===== src/rtl/axi_lite_master_bridge.sv =====
// rtl/axi_lite_master_bridge.sv - single-outstanding core req/gnt to AXI4-Lite master bridge
//
// Purpose: accepts one core request at a time on a req/gnt/rvalid port and
// issues the matching AXI4-Lite write (AW+W, then B) or read (AR, then R).
// Completion returns read data (0 after a write) and an error flag raised
// on SLVERR/DECERR or on a response ID that differs from AXI_ID.
//
// Ports:
//   clk_i       clock
//   rst_i       synchronous active-high reset
//   req_i       core request valid
//   we_i        1 = write, 0 = read
//   addr_i      byte address
//   wdata_i     write data
//   be_i        byte enables (write strobe)
//   gnt_o       request accepted this cycle (only in IDLE)
//   rvalid_o    one-cycle completion pulse
//   rdata_o     read data, held until the next completion
//   err_o       completion error flag, held with rdata_o
//   axi_req_o   AXI master request struct
//   axi_resp_i  AXI master response struct

`timescale 1ns/1ps

package axi_lite_master_bridge_pkg;

    typedef struct packed {
        logic [9:0]  id;
        logic [63:0] addr;
        logic [7:0]  len;
        logic [2:0]  size;
        logic [1:0]  burst;
        logic        lock;
        logic [3:0]  cache;
        logic [2:0]  prot;
        logic [3:0]  qos;
        logic [3:0]  region;
        logic [5:0]  atop;
        logic [0:0]  user;
    } aw_chan_t;

    typedef struct packed {
        logic [63:0] data;
        logic [7:0]  strb;
        logic        last;
        logic [0:0]  user;
    } w_chan_t;

    typedef struct packed {
        logic [9:0] id;
        logic [1:0] resp;
        logic [0:0] user;
    } b_chan_t;

    typedef struct packed {
        logic [9:0]  id;
        logic [63:0] addr;
        logic [7:0]  len;
        logic [2:0]  size;
        logic [1:0]  burst;
        logic        lock;
        logic [3:0]  cache;
        logic [2:0]  prot;
        logic [3:0]  qos;
        logic [3:0]  region;
        logic [0:0]  user;
    } ar_chan_t;

    typedef struct packed {
        logic [9:0]  id;
        logic [63:0] data;
        logic [1:0]  resp;
        logic        last;
        logic [0:0]  user;
    } r_chan_t;

    typedef struct packed {
        aw_chan_t aw;
        logic     aw_valid;
        w_chan_t  w;
        logic     w_valid;
        logic     b_ready;
        ar_chan_t ar;
        logic     ar_valid;
        logic     r_ready;
    } lite_req_t;

    typedef struct packed {
        logic    aw_ready;
        logic    w_ready;
        b_chan_t b;
        logic    b_valid;
        logic    ar_ready;
        r_chan_t r;
        logic    r_valid;
    } lite_resp_t;

endpackage

module axi_lite_master_bridge #(
    parameter int unsigned              AXI_ADDR_WIDTH = 64,
    parameter int unsigned              AXI_DATA_WIDTH = 64,
    parameter int unsigned              AXI_ID_WIDTH   = 10,
    parameter logic [AXI_ID_WIDTH-1:0]  AXI_ID         = '0,
    parameter type lite_req_t  = axi_lite_master_bridge_pkg::lite_req_t,
    parameter type lite_resp_t = axi_lite_master_bridge_pkg::lite_resp_t
) (
    input  logic                        clk_i,
    input  logic                        rst_i,
    input  logic                        req_i,
    input  logic                        we_i,
    input  logic [AXI_ADDR_WIDTH-1:0]   addr_i,
    input  logic [AXI_DATA_WIDTH-1:0]   wdata_i,
    input  logic [AXI_DATA_WIDTH/8-1:0] be_i,
    output logic                        gnt_o,
    output logic                        rvalid_o,
    output logic [AXI_DATA_WIDTH-1:0]   rdata_o,
    output logic                        err_o,
    output lite_req_t                   axi_req_o,
    input  lite_resp_t                  axi_resp_i
);

    localparam logic [2:0] AXI_SIZE = 3'($clog2(AXI_DATA_WIDTH / 8));

    typedef enum logic [2:0] {IDLE, WR, WR_B, RD_AR, RD_R} state_e;

    state_e                        state_q;
    logic [AXI_ADDR_WIDTH-1:0]     addr_q;
    logic [AXI_DATA_WIDTH-1:0]     wdata_q;
    logic [AXI_DATA_WIDTH/8-1:0]   be_q;
    logic                          we_q;
    logic                          aw_done_q, w_done_q;
    logic                          aw_valid_q, w_valid_q, b_ready_q, ar_valid_q, r_ready_q;
    logic                          rvalid_q, err_q;
    logic [AXI_DATA_WIDTH-1:0]     rdata_q;

    logic aw_hs, w_hs, aw_done_next, w_done_next, b_err, r_err;

    assign aw_hs        = aw_valid_q & axi_resp_i.aw_ready;
    assign w_hs         = w_valid_q & axi_resp_i.w_ready;
    assign aw_done_next = aw_done_q | aw_hs;
    assign w_done_next  = w_done_q | w_hs;
    assign b_err        = axi_resp_i.b.resp[1] | (axi_resp_i.b.id != AXI_ID);
    assign r_err        = axi_resp_i.r.resp[1] | (axi_resp_i.r.id != AXI_ID);

    // The only combinational core-to-core path; AXI valids are all registered.
    assign gnt_o    = req_i & (state_q == IDLE) & ~rst_i;
    assign rvalid_o = rvalid_q;
    assign rdata_o  = rdata_q;
    assign err_o    = err_q;

    always_ff @(posedge clk_i) begin
        if (rst_i) begin
            state_q    <= IDLE;
            addr_q     <= '0;
            wdata_q    <= '0;
            be_q       <= '0;
            we_q       <= 1'b0;
            aw_done_q  <= 1'b0;
            w_done_q   <= 1'b0;
            aw_valid_q <= 1'b0;
            w_valid_q  <= 1'b0;
            b_ready_q  <= 1'b0;
            ar_valid_q <= 1'b0;
            r_ready_q  <= 1'b0;
            rvalid_q   <= 1'b0;
            rdata_q    <= '0;
            err_q      <= 1'b0;
        end else begin
            rvalid_q <= 1'b0;
            case (state_q)
                IDLE: begin
                    if (req_i) begin
                        addr_q  <= addr_i;
                        wdata_q <= wdata_i;
                        be_q    <= be_i;
                        we_q    <= we_i;
                        if (we_i) begin
                            aw_valid_q <= 1'b1;
                            w_valid_q  <= 1'b1;
                            state_q    <= WR;
                        end else begin
                            ar_valid_q <= 1'b1;
                            state_q    <= RD_AR;
                        end
                    end
                end
                WR: begin
                    if (aw_hs) aw_valid_q <= 1'b0;
                    if (w_hs)  w_valid_q  <= 1'b0;
                    // Leaving on the cycle the last of AW/W completes, even if both complete together.
                    if (aw_done_next && w_done_next) begin
                        aw_done_q <= 1'b0;
                        w_done_q  <= 1'b0;
                        b_ready_q <= 1'b1;
                        state_q   <= WR_B;
                    end else begin
                        aw_done_q <= aw_done_next;
                        w_done_q  <= w_done_next;
                    end
                end
                WR_B: begin
                    if (axi_resp_i.b_valid) begin
                        b_ready_q <= 1'b0;
                        rdata_q   <= '0;
                        err_q     <= b_err;
                        rvalid_q  <= 1'b1;
                        state_q   <= IDLE;
                    end
                end
                RD_AR: begin
                    if (axi_resp_i.ar_ready) begin
                        ar_valid_q <= 1'b0;
                        r_ready_q  <= 1'b1;
                        state_q    <= RD_R;
                    end
                end
                RD_R: begin
                    if (axi_resp_i.r_valid) begin
                        r_ready_q <= 1'b0;
                        rdata_q   <= axi_resp_i.r.data;
                        err_q     <= r_err;
                        rvalid_q  <= 1'b1;
                        state_q   <= IDLE;
                    end
                end
                default: state_q <= IDLE;
            endcase
        end
    end

    always_comb begin
        axi_req_o          = '0;
        axi_req_o.aw.id    = AXI_ID;
        axi_req_o.aw.addr  = addr_q;
        axi_req_o.aw.size  = AXI_SIZE;
        axi_req_o.aw.burst = 2'b01;
        axi_req_o.aw_valid = aw_valid_q;
        axi_req_o.w.data   = wdata_q;
        axi_req_o.w.strb   = be_q;
        axi_req_o.w.last   = 1'b1;
        axi_req_o.w_valid  = w_valid_q;
        axi_req_o.b_ready  = b_ready_q;
        axi_req_o.ar.id    = AXI_ID;
        axi_req_o.ar.addr  = addr_q;
        axi_req_o.ar.size  = AXI_SIZE;
        axi_req_o.ar.burst = 2'b01;
        axi_req_o.ar_valid = ar_valid_q;
        axi_req_o.r_ready  = r_ready_q;
    end

    // Response fields this bridge deliberately ignores.
    logic unused_resp_bits;
    assign unused_resp_bits = ^{axi_resp_i.r.last, axi_resp_i.r.user, axi_resp_i.b.user,
                                axi_resp_i.b.resp[0], axi_resp_i.r.resp[0]};

    a_aw_hold: assert property (@(posedge clk_i) disable iff (rst_i)
        (axi_req_o.aw_valid && !axi_resp_i.aw_ready) |=> (axi_req_o.aw_valid && $stable(axi_req_o.aw)));
    a_w_hold: assert property (@(posedge clk_i) disable iff (rst_i)
        (axi_req_o.w_valid && !axi_resp_i.w_ready) |=> (axi_req_o.w_valid && $stable(axi_req_o.w)));
    a_ar_hold: assert property (@(posedge clk_i) disable iff (rst_i)
        (axi_req_o.ar_valid && !axi_resp_i.ar_ready) |=> (axi_req_o.ar_valid && $stable(axi_req_o.ar)));
    a_gnt_idle: assert property (@(posedge clk_i) gnt_o |-> (state_q == IDLE));
    a_wr_is_write: assert property (@(posedge clk_i) disable iff (rst_i)
        (state_q == WR || state_q == WR_B) |-> we_q);

endmodule


===== config.mk =====
export PLATFORM = sky130hd
export DESIGN_NAME = axi_lite_master_bridge
export DESIGN_NICKNAME = d
export VERILOG_FILES = /design/src/rtl/axi_lite_master_bridge.sv
export SDC_FILE = /design/constraint.sdc
export NUM_CORES = 1
export LEC_CHECK = 0
export ABC_AREA = 1
export CAP_MARGIN = 25
export CORE_AREA = 8 8 229 231
export DETAILED_ROUTE_END_ITERATION = 10
export DIE_AREA = 0 0 237 239
export HOLD_SLACK_MARGIN = 0.12
export PLACE_DENSITY = 0.55
export SLEW_MARGIN = 20
export SYNTH_ARGS = -nofsm -noshare
export SYNTH_HDL_FRONTEND = slang
export SYNTH_SLANG_ARGS = --single-unit

===== constraint.sdc =====
create_clock -name clk_i -period 2.05 [get_ports clk_i]
set_input_delay 0.615 -clock clk_i [delete_from_list [all_inputs] [get_ports clk_i]]
set_output_delay 0.615 -clock clk_i [all_outputs]
set_load 0.05 [all_outputs]

# Word level (Yosys, flattened, before mapping)
# Index checks and enable logic that the tools add are counted.
# classes
n_eq_ne	13
n_mux	34
bitwise_logic	9
n_reduce_logical	17
# ops
op	n
64-bit two-way mux	2
64-bit one-hot mux with 2 select lines	1
10-bit nonzero test	2
2-bit != test (second input constant)	9
1-bit two-way mux	17
3-bit two-way mux	5
3-bit one-hot mux with 5 select lines	1
1-bit one-hot mux with 2 select lines	7
4-bit AND reduction	3
2-bit nonzero test	5
3-bit AND reduction	3
3-bit by 2-bit equality test with 1-bit output (second input constant)	2
5-bit AND reduction	1
1-bit bitwise AND	4
1-bit bitwise OR	4
3-bit by 1-bit equality test with 1-bit output (second input constant)	1
3-bit equality test (second input constant)	1
3-bit logical NOT	1
2-bit two-way mux	1
2-bit AND reduction	1
1-bit logical AND	1
1-bit inverter	1
# word_totals
register_bits	212
in_bits	236
output_inout_bits	360
wordCells	87

# Logic depth before layout (Yosys ltp)
# depth
depth_word	5
ltp_mapped	10
ltp_nobuf	9

# Least setup slack after synthesis
# No wires, ideal clock.
# synth_path
path_type	in2out
startpoint	in req_i
endpoint	out gnt_o
arrival_time_ns	1.795
t_required_ns	1.435
path_slack_ns	-0.360
path_stages	6
path_buffers	2
path_cell_list	inv_1 -> nor2_4 -> inv_2 -> buf_4 -> buf_6 -> nor2_1
# synth_between
elab_chain_cells	2
# synth_lines
element	line_no	rtl
start, declared	110	input logic req_i,
1-bit bitwise AND (2 in a row)	147	assign gnt_o = req_i & (state_q == IDLE) & ~rst_i;
end, declared	115	output logic gnt_o,
# Every way passes these cells.

# Worst setup path in the final report
# layout_path
startpoint	reg state_q[2]
endpoint	out gnt_o
# layout_between
elab_chain_cells	3
# layout_lines
element	line_no	rtl
start, declared	127	state_e state_q;
start signal, assigned	154	state_q <= IDLE;
start signal, assigned	181	state_q <= WR;
start signal, assigned	184	state_q <= RD_AR;
3-bit logical NOT	147	
1-bit bitwise AND (2 in a row)	147	
# Every way passes these cells.

==> summary by stage <==
Timing
The setup skew after layout is 0.0203 ns. The number of max-slew violations in the final report is 0. On the final layout, the worst hold slack is 0.450 ns.

Setup repair after global routing could not meet its margin everywhere. The setup TNS after final layout is -0.163 ns. The ratio of final minimum period to clock period is 1.08. Static timing analysis puts the maximum clock frequency at 452 MHz. The minimum clock period is 2.21 ns. The total setup violations reported at the end of the flow is 1. The final hold violation count is 0. Once routing completed, OpenROAD measured the worst setup slack at -0.163 ns.

Die
For this configuration, the core starts out at a cell density of 0.186. The die covers 56,600 um2. The vertical extent of the die is 239 um. The core region area is 48,500 um2. During I/O placement, the number of pins put on the boundary was 596. The floorplan has 81 rows. The die is 237 um wide.

Logic synthesis
The mapped netlist covers between 9000 and 10,000 um2. Of the synthesized area, sequential elements account for 0.471. The per-instance average area after synthesis is 7.88 um2.

For this run, the leading register cell type out of synthesis is dfxtp_1. The dominant cell type by area after synthesis is dfxtp_1. The proportion of synthesized area in mux cells is 0. The number of cells produced by synthesis is ~1,100. Yosys printed 0 warnings. Of the total synthesized cell area, the portion taken by full adders, half adders and majority gates is 0. The area share of the leading cell type in the synthesized netlist is 0.471. Counting distinct cell types in the post-synthesis netlist gives 24. The post-synthesis simple-gate area fraction is 0.212. After synthesis the netlist holds a flip-flop and latch count of between 200 and 250. The share of synthesized registers carrying an async set or reset is 0. The cell with the most instances after synthesis is nor2_1. The number of enable flip-flop cells after synthesis is 0. The main combinational cell family by area after synthesis is simple AND/OR/NAND/NOR gates. Of the total synthesized cell area, the portion taken by XOR and XNOR cells is 0. Counting instances in the post-synthesis netlist gives the leading cell types as 296 x nor2_1, 212 x dfxtp_1, 162 x buf_4. By area the synthesized netlist is led by dfxtp_1 47%, buf_4 13%, nor2_1 12%, o21ai_0 7.6%, nand3_1 3.9%. The share of the synthesized area in compound gates (AO/OA/AOI/OAI) is 0.123.

Global routing
The number of antenna violations at the first check in global routing is 2. The global route total overflow is 0. The number of global-route vias before repair is roughly 8,800.

In the global route stage, overall resource usage came out at 0.115. The first global-routing pass estimated 52,600 um of wire. The maximum number of pins on one net before global-route repair is 86.

Worst setup path
STA puts the critical path data required time at between 1 and 1.5 ns. The critical path is of the flop to primary output type. STA puts the critical path data arrival time at 1.60 ns. In this run the worst path has a maximum fanout of 5. The critical path launch point is state_q[2]. The number of cells on the worst reg-to-reg path is 9.

In this run the critical register-to-register path is launched from state_q[1]. STA classifies the critical path startpoint as a flop. The worst setup path is captured at a primary output.

Routing
The number of DRC violations after detailed-routing iteration 0 is 208. The total wire length after detailed routing is 35,400 um. The number of nets with antenna violations after detailed routing is 0. The first TritonRoute pass finished after 4 iterations. In the routed design, unresolved DRC markers number 0. The detailed-route via count is 8,630. The detail-routed via count per cell is approximately 3.9. In the final routed layout, each cell accounts on average for 16.0 um.

Hold path
The worst hold path belongs to the class flop to flop. The worst hold path was traced through 2 stages. In this run the most critical hold path is launched from r_ready_q.

Run status
The final reports fail on negative setup slack. The flow ran to the end, but the final reports show violations.

Placement
The half-perimeter wire length after detailed placement is 27,300 um. The last weighted congestion value of the routability-driven placer is 0.799. The number of buffers inserted by port buffering is 502.

Final layout
The fraction of final layout cells sized beyond drive strength 1 is 0.246. At the end of the flow, the number of nets in the layout was about 1,800. From synthesis to final layout, the design area changed by 56.1%. Fill cells in the final layout number 5,255.

Clock network
Clock latency on the worst-skew pair, taken at its later pin, is 0.54 ns. The maximum clock insertion buffer count is 3. In this run, post-CTS hold repair placed 0 buffers. The clock-pin slew reported for the worst setup and hold paths after clock tree synthesis is 0.06 ns. Clock tree synthesis inserted a total of 26 buffers. The clock root buffer is clkbuf_16.

TritonCTS built the clock tree. CTS built an H-tree with a depth of 1. The clock net in this run drives a total of 212 sinks.

Power
The peak ir drop on the vdd network is approximately 0.00087 V. The power after layout is 19,200 uW. The power density over the cells is 1360 nW/um2.

The static leakage is 0.00616 uW.

Flow run
The max capacitance violation total is 0.
-- final cells by class --
type / instances / area (um2) / share of cell area
tap: 622 / 778 / 0.0553
clock buffer: 39 / 811 / 0.0576
inverter: 18 / 71.3 / 0.00507
sequential: 212 / 4250 / 0.302
antenna: 2 / 5.00 / 0.000356
timing repair buffer: 537 / 4730 / 0.336
multi-input combinational: 769 / 3360 / 0.239
clock inverter: 8 / 72.6 / 0.00516
-- repair_timing --
action                     in CTS  in global routing
resized for setup               4                  0
buffers inserted                3                  0
setup endpoints to repair       1                  1
pin swaps                       1                  1
-- routing by layer --
metal	vias up	global-route usage	part of all wire
met2	366	0.199	0.48
met1	3945	0.129	0.39
met4	4	0.0290	0.020
li1	4276	-	-
met5	-	0	0.00076
met3	39	0.0485	0.11
-- cells in the final DEF, fill, tap and decap left out, types with 3 or more instances in the layout --
cell / Yosys / routed
buf_12: 0 / 10
clkinv_2: 0 / 6
nand3_1: 70 / 70
dfxtp_1: 212 / 210
a21oi_1: 62 / 62
clkbuf_16: 0 / 27
o21ai_0: 136 / 136
clkbuf_1: 21 / 3
a21oi_2: 10 / 10
nand2_1: 78 / 78
nor2_1: 296 / 295
clkbuf_8: 0 / 9
inv_2: 6 / 5
nand2_2: 14 / 13
buf_4: 162 / 297
clkdlybuf4s50_1: 0 / 229
o21ai_1: 4 / 4
conb_1: 2 / 88
inv_1: 11 / 11
nor2_4: 1 / 3
-- worst paths after layout --
check / end / slack, ns
worst max-delay path: gnt_o / -0.16
worst min-delay path: r_ready_q / 0.45
worst max register to register: rdata_o[29] / 0.31
worst min register to register: r_ready_q / 0.45
-- per-stage QoR --
| stage | setup slack [ns] | util | cell area (um2) | std cells |
|---|---|---|---|---|
| 2_1_floorplan | 0.0272 | - | 9340 | 1230 |
| 3_3_place_gp | -0.141 | 0.271 | 13200 | 2155 |
| 3_5_place_dp | -0.156 | 0.271 | 13200 | 2155 |
| 4_1_cts | -0.236 | 0.290 | 14100 | 2205 |
| 5_1_grt | -0.285 | 0.290 | 14100 | 2205 |
| 6_report | -0.163 | 0.290 | 14100 | 2207 |
-- cells by family (layout without fill, tap and decap cells) --
logic type,after synthesis,in the layout
and+or+nand+nor,468,468
buffers and inverters,249,602
DFF,212,212
other,2,90
AOI/OAI and AO/OA,213,213
-- report_power, final --
part / switching (uW) / total, uW / internal, uW
clock network: 1800 / 4640 / 2840
registers: 582 / 5490 / 4910
logic: 6470 / 9060 / 2590
-- state kept, by name, indices dropped and copies added, names as in the netlist --
| signal | count |
|---|---|
| addr_q | 64 |
| ar_valid_q | 1 |
| aw_done_q | 1 |
| aw_valid_q | 1 |
| b_ready_q | 1 |
| be_q | 8 |
| err_o | 1 |
| r_ready_q | 1 |
| rdata_o | 64 |
| rvalid_o | 1 |
| state_q | 3 |
| w_done_q | 1 |
| w_valid_q | 1 |
| wdata_q | 64 |
-- worst max-delay path, stage by stage (launching register included) --
cell and delay [ns]:
dfxtp_2 0.34, inv_2 0.08, nand2_4 0.06, nor2_4 0.09, inv_2 0.07, nor2_4 0.12
inv_4 0.06, nor2_4 0.09, buf_12 0.15
Note: power is estimated with default switching activity, not from simulation.
